[src/rtl/cdc_hs_arbiter.sv]
// Round-robin arbiter sharing one clk1->clk2 four-phase level handshake channel
// between NUM_REQ clk1-domain requesters; sits in front of the level synchronizers.
module cdc_hs_arbiter #(
  parameter int unsigned NUM_REQ = 4,
  parameter int unsigned DW      = 8,
  parameter int unsigned TO_W    = 8,
  parameter int unsigned TIMEOUT = 200
) (
  input  logic                       clk1,
  input  logic                       rst_n1,
  input  logic [NUM_REQ-1:0]         req,
  input  logic [NUM_REQ*DW-1:0]      req_data,
  input  logic                       ack_sync,
  output logic                       xfer_req,
  output logic [DW-1:0]              xfer_data,
  output logic [$clog2(NUM_REQ)-1:0] xfer_id,
  output logic [NUM_REQ-1:0]         done,
  output logic                       timeout_err,
  output logic                       busy
);

  localparam int unsigned IW = $clog2(NUM_REQ);
  localparam int unsigned CW = IW + 1;

  typedef enum logic [1:0] {
    ST_IDLE   = 2'd0,
    ST_WAIT_H = 2'd1,
    ST_WAIT_L = 2'd2,
    ST_DONE   = 2'd3
  } state_t;

  state_t              state, state_d;
  logic [TO_W-1:0]     cnt, cnt_d;
  logic                to_flag, to_flag_d;
  logic [IW-1:0]       rr_ptr, rr_d;
  logic                xfer_req_d;
  logic [DW-1:0]       xfer_data_d;
  logic [IW-1:0]       xfer_id_d;
  logic [NUM_REQ-1:0]  done_d;
  logic                timeout_err_d;
  logic                busy_d;

  logic [DW-1:0]       payload [NUM_REQ];
  logic                found;
  logic [IW-1:0]       grant_idx;
  logic [CW-1:0]       cand;

  for (genvar g = 0; g < NUM_REQ; g++) begin : g_unpack
    assign payload[g] = req_data[g*DW +: DW];
  end

  // First set request at or after the rr pointer, wrapping around.
  always_comb begin
    found     = 1'b0;
    grant_idx = '0;
    cand      = '0;
    for (int unsigned i = 0; i < NUM_REQ; i++) begin
      cand = CW'(rr_ptr) + CW'(i);
      if (cand >= CW'(NUM_REQ)) cand = cand - CW'(NUM_REQ);
      if (!found && req[IW'(cand)]) begin
        found     = 1'b1;
        grant_idx = IW'(cand);
      end
    end
  end

  always_ff @(posedge clk1 or negedge rst_n1) begin
    if (!rst_n1) begin
      state       <= ST_IDLE;
      cnt         <= '0;
      to_flag     <= 1'b0;
      rr_ptr      <= '0;
      xfer_req    <= 1'b0;
      xfer_data   <= '0;
      xfer_id     <= '0;
      done        <= '0;
      timeout_err <= 1'b0;
      busy        <= 1'b0;
    end else begin
      state       <= state_d;
      cnt         <= cnt_d;
      to_flag     <= to_flag_d;
      rr_ptr      <= rr_d;
      xfer_req    <= xfer_req_d;
      xfer_data   <= xfer_data_d;
      xfer_id     <= xfer_id_d;
      done        <= done_d;
      timeout_err <= timeout_err_d;
      busy        <= busy_d;
    end
  end

  always_comb begin
    state_d       = state;
    cnt_d         = cnt;
    to_flag_d     = to_flag;
    rr_d          = rr_ptr;
    xfer_req_d    = xfer_req;
    xfer_data_d   = xfer_data;
    xfer_id_d     = xfer_id;
    done_d        = '0;
    timeout_err_d = 1'b0;
    case (state)
      ST_IDLE: begin
        // A still-high ack from the previous transfer blocks new grants.
        if (found && !ack_sync) begin
          xfer_data_d = payload[grant_idx];
          xfer_id_d   = grant_idx;
          xfer_req_d  = 1'b1;
          cnt_d       = '0;
          to_flag_d   = 1'b0;
          state_d     = ST_WAIT_H;
        end
      end
      ST_WAIT_H: begin
        cnt_d = cnt + TO_W'(1);
        if (ack_sync) begin
          xfer_req_d = 1'b0;
          state_d    = ST_WAIT_L;
        end else if (cnt == TO_W'(TIMEOUT - 1)) begin
          xfer_req_d = 1'b0;
          to_flag_d  = 1'b1;
          state_d    = ST_WAIT_L;
        end
      end
      ST_WAIT_L: begin
        if (!ack_sync) begin
          done_d[xfer_id] = 1'b1;
          timeout_err_d   = to_flag;
          state_d         = ST_DONE;
        end
      end
      ST_DONE: begin
        rr_d    = (xfer_id == IW'(NUM_REQ - 1)) ? '0 : xfer_id + IW'(1);
        state_d = ST_IDLE;
      end
      default: state_d = ST_IDLE;
    endcase
    busy_d = (state_d != ST_IDLE);
  end

endmodule

[config.mk]
export PLATFORM = sky130hd
export DESIGN_NAME = cdc_hs_arbiter
export DESIGN_NICKNAME = d
export VERILOG_FILES = /design/src/rtl/cdc_hs_arbiter.sv
export SDC_FILE = /design/constraint.sdc
export NUM_CORES = 1
export LEC_CHECK = 0
export BUFFER_PORTS_ARGS = -buffer_cell sky130_fd_sc_hd__buf_2
export CORE_ASPECT_RATIO = 0.8
export CORE_UTILIZATION = 49
export DETAILED_ROUTE_END_ITERATION = 10
export PLACE_DENSITY = 0.82
export SLEW_MARGIN = 25
export SYNTH_ARGS = -nofsm -noshare
export SYNTH_HDL_FRONTEND = slang
export SYNTH_SLANG_ARGS = --single-unit
[constraint.sdc]
create_clock -name clk1 -period 3.8 [get_ports clk1]
set_input_delay 0.19 -clock clk1 [delete_from_list [all_inputs] [get_ports clk1]]
set_output_delay 0.19 -clock clk1 [all_outputs]
set_load 0.1 [all_outputs]
-- Word level (Yosys, flattened, before mapping)
Cells that the tools add are included.
- register bits after elaboration: 30
- bits in latches: 0
- memory bits (writable): 0
- bits in read-only memories: 0
- bits of input ports: 39
- output and inout port bits: 17
- logic and storage cells: 101
- memories: 0
- add/subtract/negate cells: 9
- $mul: 0
- divide/modulo/power cells: 0
- magnitude comparators: 11
- eq/ne operators: 9
- shift-type cells: 0
- mux-type cells: 45
- bitwise logic cells: 1
- reduce and logical (&&, ||, !) cells: 16
- operators with widths (cell ; count):
    2-bit 2-to-1 mux ; 13
    8-bit 2-to-1 mux ; 3
    1-bit 2-to-1 mux ; 17
    8-bit binary-select mux with 2-bit select ; 1
    8-bit one-hot mux with 2 select lines ; 1
    2-bit by 3-bit < comparator with 1-bit output (second input constant) ; 5
    3-bit greater-or-equal comparator (second input constant) ; 4
    8-bit by 1-bit adder with 8-bit output (second input constant) ; 1
    1-bit binary-select mux with 2-bit select ; 4
    8-bit equality test (second input constant) ; 1
    4-bit 2-to-1 mux ; 2
    2-bit one-hot mux with 4 select lines ; 1
    2-bit by 1-bit subtractor with 2-bit output (second input constant) ; 4
    2-bit by 2-bit adder with 3-bit output (second input constant) ; 2
    2-bit equality test (second input constant) ; 3
    2-bit inequality test (second input constant) ; 3
    1-bit logical AND ; 5
    1-bit zero test ; 4
    1-bit one-hot mux with 2 select lines ; 2
    2-bit AND reduction ; 2
    4-bit AND reduction ; 1
    2-bit nonzero test ; 2
    2-bit by 1-bit adder with 3-bit output (second input constant) ; 1
    2-bit by 3-bit greater-or-equal comparator with 1-bit output (second input constant) ; 1
    8 further kinds ; 8

-- Depth between registers and ports, before layout
Gate-level depths: netlist (run 1).
- word-level depth: 18
- mapped depth: 7
- depth with buffers taken out: 6

-- Worst setup path before layout (run 1)
No wires, ideal clock.
- path type: register to register
- from: register xfer_id[0]
- to: register rr_ptr[1]
- library setup time: 0.125 ns
- arrival: 1.690 ns
- required time: 3.675 ns
- path slack: 1.985 ns
- cell stages (with the launch flop): 4
- buffers on the path: 0
- clock period less this slack: 1.815 ns
- path through: dfrtp_1 -> inv_1 -> ha_1 -> mux2_2
- word-level cells in the longest chain between the ends: 2
- elaborated cells on any way between the ends: 3
- classes of those cells: add/sub (1); eq/ne (1); mux (1)
- ends and longest elaborated chain (element ; line ; text):
    start: declaration ; 16 ; output logic [$clog2(NUM_REQ)-1:0] xfer_id,
    start signal: assignment ; 86 ; xfer_id <= xfer_id_d;
    2-bit by 1-bit adder with 2-bit output or 2-bit equality test (tied branches) ; 134 ; rr_d = (xfer_id == IW'(NUM_REQ - 1)) ? '0 : xfer_id + IW'(1);
    2-bit 2-to-1 mux (*) ; 134 ;
    end signal: assignment ; 83 ; rr_ptr <= rr_d;
    end: declaration ; 35 ; logic [IW-1:0] rr_ptr, rr_d;
Every way passes the cells marked *; elsewhere a longest branch is shown, timed or not.
A chain may end at the register's enable or synchronous reset.

-- Worst setup path after layout (run 1)
- from: register rr_ptr[1]
- to: register xfer_data[3]
- word-level cells in the longest chain between the ends: 18
- elaborated cells on any way between the ends: 43
- classes of those cells: add/sub (7); order compare (4); mux (23); bitwise (1); reduce/logical (8)
- ends and longest elaborated chain (element ; line ; text):
    parallel branches: the longest is 18 deep, another holds 2-bit by 1-bit adder with 3-bit output ; - ;
    end signal: assignment ; 85 ; xfer_data <= xfer_data_d;
    end: declaration ; 15 ; output logic [DW-1:0] xfer_data,
Parallel ways; which one is timed is not known. The select of a mux whose other input is x is not followed.

==> results of run 1 <==
-- flip-flops by register name, summed over array words and instances (netlist names) --
register	count
timeout_err	1
xfer_req	1
cnt	8
state	2
to_flag	1
xfer_id	2
rr_ptr	2
busy	1
done	4
xfer_data	8
-- cells by family after synthesis --
| group | share of synthesized area |
|---|---|
| AO/OA/AOI/OAI | 0.218 |
| adder cells (fa/ha/maj) | 0.0372 |
| buffers and inverters | 0.0365 |
| flip-flops | 0.447 |
| multiplexers | 0.0544 |
| AND/OR/NAND/NOR | 0.207 |
-- report_power, final --
part	leakage (nW)	switching, mW	internal, mW	total, mW
Sequential	0.389	0.0799	0.419	0.499
Clock	0.0482	0.119	0.146	0.265
Combinational	0.591	0.773	0.229	1.00
Total	1.03	0.972	0.794	1.77
-- metrics by stage --
step / area, µm² / util
after floorplan: 1680 / -
after global placement: 1960 / 0.616
after detailed placement: 1960 / 0.616
after CTS: 2060 / 0.648
after global routing: 2060 / 0.648
final: 2060 / 0.648
-- critical path, cell delays in order, from the launching register on --
cell	delay (ns)
dfrtp_1	0.41
nor2b_1	0.17
o21a_1	0.28
nor3_2	0.75
mux2i_1	0.33
o211ai_2	0.09
-- repair_timing --
item,4_1_cts,5_1_grt
hold buffers,1,0
setup buffers,0,0
hold endpoints to repair,30,0
setup endpoints to repair,0,0
gates resized for setup,0,0
-- area by class of cell --
class,instances,share of cell area
Clock buffer,7,0.0420
Clock inverter,1,0.00243
Inverter,3,0.00547
Multi-Input combinational cell,132,0.422
Sequential cell,30,0.365
Tap cell,40,0.0243
Timing Repair Buffer,56,0.139
-- routing by layer --
| layer | up-vias | track usage | routed length, µm |
|---|---|---|---|
| met3 | 7 | 0.0688 | 262 |
| met2 | 60 | 0.360 | 1650 |
| met1 | 679 | 0.318 | 1750 |
| li1 | 747 | - | - |
| met4 | 0 | 0.113 | 70 |
| met5 | - | 0 | 0 |
-- path summary, 6_finish.rpt --
check / startpoint / endpoint / depth (start not counted)
setup / recovery: rr_ptr[1] / xfer_data[3] / 5
hold / removal: ack_sync / state[0] / 2
setup reg to reg: rr_ptr[1] / xfer_data[3] / 5
hold reg to reg: to_flag / to_flag / 2
max in group asynchronous: rst_n1 / xfer_data[5] / 2
min in group asynchronous: rst_n1 / done[2] / 2
-- synthesized netlist by cell type, types with 2 or more instances --
master | n | area, µm²
nor4_1 | 2 | 12.5
clkbuf_1 | 2 | 7.51
mux2i_1 | 8 | 80.1
nor2b_1 | 2 | 12.5
nor2_1 | 11 | 41.3
nand2_1 | 23 | 86.3
o31ai_1 | 9 | 67.6
o21ai_1 | 2 | 10.0
o211ai_1 | 3 | 22.5
inv_1 | 3 | 11.3
o211ai_2 | 5 | 62.6
a211o_1 | 8 | 70.1
a21o_1 | 2 | 15.0
nand3_1 | 3 | 15.0
buf_2 | 4 | 20.0
dfrtp_1 | 30 | 751
nand4_1 | 11 | 68.8
o21a_1 | 2 | 15.0
ha_1 | 5 | 62.6
and2_1 | 5 | 31.3
nand2b_1 | 3 | 18.8
o21ai_0 | 16 | 80.1
and3_1 | 3 | 18.8
==> results.md, run 1 <==
- The final antenna-violating net count is 0.
- Yosys mapped a number of flops with a built-in enable equal to 0.
- The layout net count is 272.
- The mapped netlist covers 0.00168 mm².
- The library cells used most frequently in the layout, excluding fill and tap cells, are buf_2, dfrtp_1, nand2_1.
- The total power density per cell area is 859 mW/mm².
- The count of buffers from port buffering is 55.
- The clock root buffer master is clkbuf_8.
- The highest achievable clock rate is 462 MHz.
- The placer's final routability congestion estimate is 0.834.
- Subtracting the final worst setup slack from the clock period gives 2.16 ns.
- Including well taps, the total number of placed cells is 260.
- The library cell used most frequently in the layout, excluding fill and tap cells, is buf_2.
- The actual transition at the worst max-transition pin is 0.883 ns.
- The detailed-route wire length per cell is 13.9 µm.
- Setup violations remaining at the end of the flow were counted as 0.
- Setup repair after global routing left no endpoint under its margin.
- The critical path data arrival time is 2.33 ns.
- The class of the tightest hold or removal check is input pin to flop.
- In this run the tightest slew margin relative to its limit is 0.408.
- The number of synthesized register bits is 30.
- The clock passes through at most 2 buffers.
- STA classifies the critical path endpoint as a flop.
- The total die area is 0.00367 mm².
- Across the run, the number of max-cap violations was 0.
- The leakage dissipation is 1.03 nW.
- Of the synthesized area, sequential elements account for 0.447.
- The maximum number of pins on one net before global-route repair is 31.
- The initial antenna violation count is 0.
- The H-tree depth is 2.
- The unique cell type count in the Yosys netlist is 35.
- The pre-CTS setup slack is 1.64 ns.
- The average via count per standard cell is 5.55.
- The total congestion overflow after global routing is 0.
- The first routing iteration left 150 violations.
- The die height is 54.4 µm.
- For the final routed database, the setup TNS stands at 0 ns.
- The final cycle utilization of the critical path is 0.570.
- Compared with the post-synthesis result, the final layout area differs by 22.4%.
- The DRC violation count after routing is 0.
- The number of detailed-routing iterations run before antenna repair is 4.
- The share of async-settable or async-resettable flops after synthesis is 1.00.
- The total detailed-routing wirelength is 3.74 mm.
- For this design the top-level I/O count stands at 56.
- The sequential cells in the finished layout cover a total of 751 µm².
- The total power of the final layout is 1.77 mW.
- The area occupied by multi-input gates is 868 µm².
- The most used flip-flop cell after synthesis is dfrtp_1.
- Across the VDD grid, the largest voltage drop is 0.000627 V.
- The number of inserted filler cells in the final layout is 250.
- The final hold slack is 0.201 ns.
- Dividing the synthesized area by the synthesized cell count gives 9.66 µm².
- The TritonCTS clock tree is yes.
- The number of nets produced by synthesis is 218.
- The number of cell rows is 18.
- The run finished with clean final reports.
- The Yosys warning count is 0.
- The repair_antennas step left the layout with diodes totalling 0.
- The final worst clock skew is 0.00255 ns.
- The via count of the first global-routing pass was 1373.
- The clock edge transition at the registers on the reported setup and hold paths is 0.06 ns.
- The later pin in the worst-skew pair is clocked with a latency of 0.28 ns.
- STA puts the critical path data required time at 3.96 ns.
- The setup slack on the worst flop-to-flop path is 1.64 ns.
- In this run, CTS created clock tree buffers numbering 5.
- The final max-slew violation count is 0.
- The type of element launching the critical path is a flop.
- The core region is 0.00318 mm².
- The critical path is of the flop to flop type.
- The final route contains 1493 vias.
- The share of cells above drive strength 1 is 0.319.
- Once routing completed, OpenROAD measured the worst setup slack at 1.64 ns.
- The overall track demand over capacity in global routing is 0.240.
- The die outline width is 67.5 µm.
- Once detailed placement completed, the half-perimeter wirelength came to 2.76 mm.
- The sink count of the clock tree is 30.
- The post-synthesis cell count is 174.
- The first-pass GRT wire length is 6.30 mm.
- Of all nets on the critical path, the largest fanout is 9.
- The number of endpoints with negative hold slack in the final report was 0.
- The initial utilization of the core area, before any placement, comes to 0.529.
- The final non-filler cell total is 269.
(Power assumes the default switching activity.)
==> run 2, diff against run 1 <==
- clock period: 3.8 -> 2.21 ns (I/O delays scaled with it)
==> results.md, run 2 (synthesis results as in run 1) <==
- The flow ran to the end, and the final reports show no timing, DRC or antenna violations.
- The global routing met1 resource utilization is 0.301 (-0.0169).
- In this run the worst hold path is classified as input pin to flop.
- The element type at the critical path end is a flop.
- The final worst clock skew is 0.00687 ns (+0.00432 ns).
- The post-CTS repair timing setup buffer count came to 0 (unchanged).
- The startpoint of the most critical register-to-register path is state[1].
- The H-tree depth came to 2 (unchanged).
- The pre-CTS setup slack came to 0.326 ns (-1.31 ns).
- The DRC violation count after routing came to 0 (unchanged).
- The total power density per cell area is 1480 mW/mm² (+72%).
- The remaining max-slew budget at the tightest pin is 0.501 (+0.0930).
- The first-pass GRT wire length came to 6.35 mm (+0.87%).
- Setup repair after global routing left no endpoint under its margin.
- The actual transition at the worst max-transition pin is 0.748 ns (-0.135 ns).
- The maximum number of pins on one net before global-route repair is 31 (unchanged).
- The number of antenna repair diodes is 0 (unchanged).
- The maximum net fanout on the critical path is 23 (+14).
- The startpoint of the worst setup timing path is state[1].
- The total via count in the routed design is 1539 (+3.1%).
- The total congestion overflow after global routing is 0 (unchanged).
- The number of inserted filler cells in the final layout was 274 (+9.6%).
- In the final layout, the registers with the most flip-flops are cnt: 8 flops, xfer_data: 8 flops, done: 4 flops.
- The final max-slew violation count is 0 (unchanged).
- The layout net count is 274 (+0.74%).
- The total die area is 0.00367 mm² (unchanged).
- The total of endpoints with negative setup slack in the final report is 0 (unchanged).
- The detailed-route wire length per cell is 14.3 µm (+2.8%).
- In this run the most used layer during global routing was met2.
- The critical path is of the flop to flop type.
- The die outline width came to 67.5 µm (unchanged).
- The met3 capacity usage during global routing was 0.0604 (-0.00833).
- The number of I/O pins is 56 (unchanged).
- The die height was 54.4 µm (unchanged).
- STA classifies the critical path startpoint as a flop.
- The maximum ir drop on the vdd rail is 0.000788 V (+26%).
- The area growth from synthesis to layout is 23.3%.
- The overall track demand over capacity in global routing is 0.243 (+0.00318).
- The number of detailed-routing iterations run before antenna repair was 4 (unchanged).
- The total detailed-routing wirelength was 3.87 mm (+3.5%).
- The required time of the critical path is 2.40 ns (-1.56 ns).
- The worst setup slack after layout is 0.315 ns (-1.32 ns).
- The post-route setup TNS is 0 ns (unchanged).
- The clock latency reported for the late side of the worst-skew pair is 0.28 ns (about the same).
- The CTS buffer count was 5 (unchanged).
- The worst-case clock buffer depth is 2 (unchanged).
- The leakage dissipation is 1.04 nW (+0.98%).
- The launch point of the worst hold path is ack_sync.
- The number of maximum-capacitance constraint violations is 0 (unchanged).
- The count of cells resized by post-cts repair came to 0 (unchanged).
- The placeable core area was 0.00318 mm² (unchanged).
- The final antenna-violating net count came to 0 (unchanged).
- The initial antenna violation count came to 0 (unchanged).
- The number of endpoints with negative hold slack in the final report came to 0 (unchanged).
- The count of buffers from port buffering was 55 (unchanged).
- The placer's final routability congestion estimate came to 0.813 (-2.5%).
- TritonCTS built the clock tree.
- The worst reg-to-reg path cell count is 3 (-2).
- The number of cells traversed by the worst hold path was 2 (unchanged).
- The share of cells above drive strength 1 came to 0.325 (+0.00590).
- The most common cell after layout, fill and taps aside is buf_2.
- The library cells used most frequently in the layout, excluding fill and tap cells, are buf_2, dfrtp_1, nand2_1.
- The initial cell density of the core came to 0.529 (unchanged).
- The highest achievable clock rate is 528 MHz (+14%).
- The hold buffer count at CTS is 1 (unchanged).
- The clock root buffer master is clkbuf_8.
- The number of design-rule violations left by the first detailed-router iteration came to 59 (-61%).
- The final cycle utilization of the critical path is 0.857 (+0.288).
- The clock edge transition at the registers on the reported setup and hold paths is 0.06 ns (about the same).
- The critical path data arrival time is 2.09 ns (-0.24 ns).
- The detailed-placement wirelength estimate was 2.88 mm (+4.5%).
- The final period demand of the worst path was 1.89 ns (-0.270 ns).
- The average via count per standard cell is 5.68 (+2.3%).
- The via count of the first global-routing pass is 1453 (+5.8%).
- The sink count of the clock tree is 30 (unchanged).
- The fraction of met2 tracks used by global routing is 0.399 (+0.0396).
- The number of cell rows is 18 (unchanged).
## run 2: changes by cell type in the layout (fill, tap and decap cells not counted)
cell,previous run,this run
buf_4,0,2
## run 2: worst max-delay path: stages (launching register included)
cell and delay [ns]:
dfrtp_1 0.43, or4_1 0.89, a211o_1 0.40, o211ai_1 0.09
## run 2: metrics by stage
| stage | hold slack [ns] | std cells | util | total power, mW | instance area [µm²] |
|---|---|---|---|---|---|
| after floorplan | -0.185 | 174 | - | 2.31 | 1680 |
| final | 0.127 | 271 | 0.652 | 3.06 | 2070 |
| after CTS | 0.119 | 271 | 0.652 | 3.07 | 2070 |
| after global placement | 0.169 | 262 | 0.621 | 2.59 | 1970 |
| after global routing | 0.141 | 271 | 0.652 | 3.24 | 2070 |
| after detailed placement | 0.172 | 262 | 0.621 | 2.62 | 1970 |
## run 2: power by group
group / internal [mW] / switching, mW / total (mW) / leakage [nW]
combinational: 0.407 / 1.34 / 1.74 / 0.601
clock: 0.251 / 0.197 / 0.448 / 0.0482
sequential: 0.721 / 0.146 / 0.867 / 0.389
total: 1.38 / 1.68 / 3.06 / 1.04
## run 2: path summary, 6_finish.rpt
kind                           endpoint  slack [ns]
max in group asynchronous  xfer_data[4]        1.40
setup / recovery           xfer_data[1]        0.32
hold / removal                 state[0]        0.13
setup reg to reg           xfer_data[1]        0.32
min in group asynchronous        cnt[3]        0.39
hold reg to reg            xfer_data[7]        0.49
## run 2: layout make-up
class | instances | area, µm² | share of cell area
inverter | 3 | 11.3 | 0.00543
multi-input combinational | 132 | 868 | 0.419
tap | 40 | 50.0 | 0.0242
sequential | 30 | 751 | 0.362
clock inverter | 1 | 5.00 | 0.00242
timing repair buffer | 58 | 300 | 0.145
clock buffer | 7 | 86.3 | 0.0417
## run 2: per-layer routing
metal  up-vias  share of wire
met5         -              0
met4         0          0.017
met3        10          0.056
met2        64           0.46
met1       712           0.46
li1        753              -
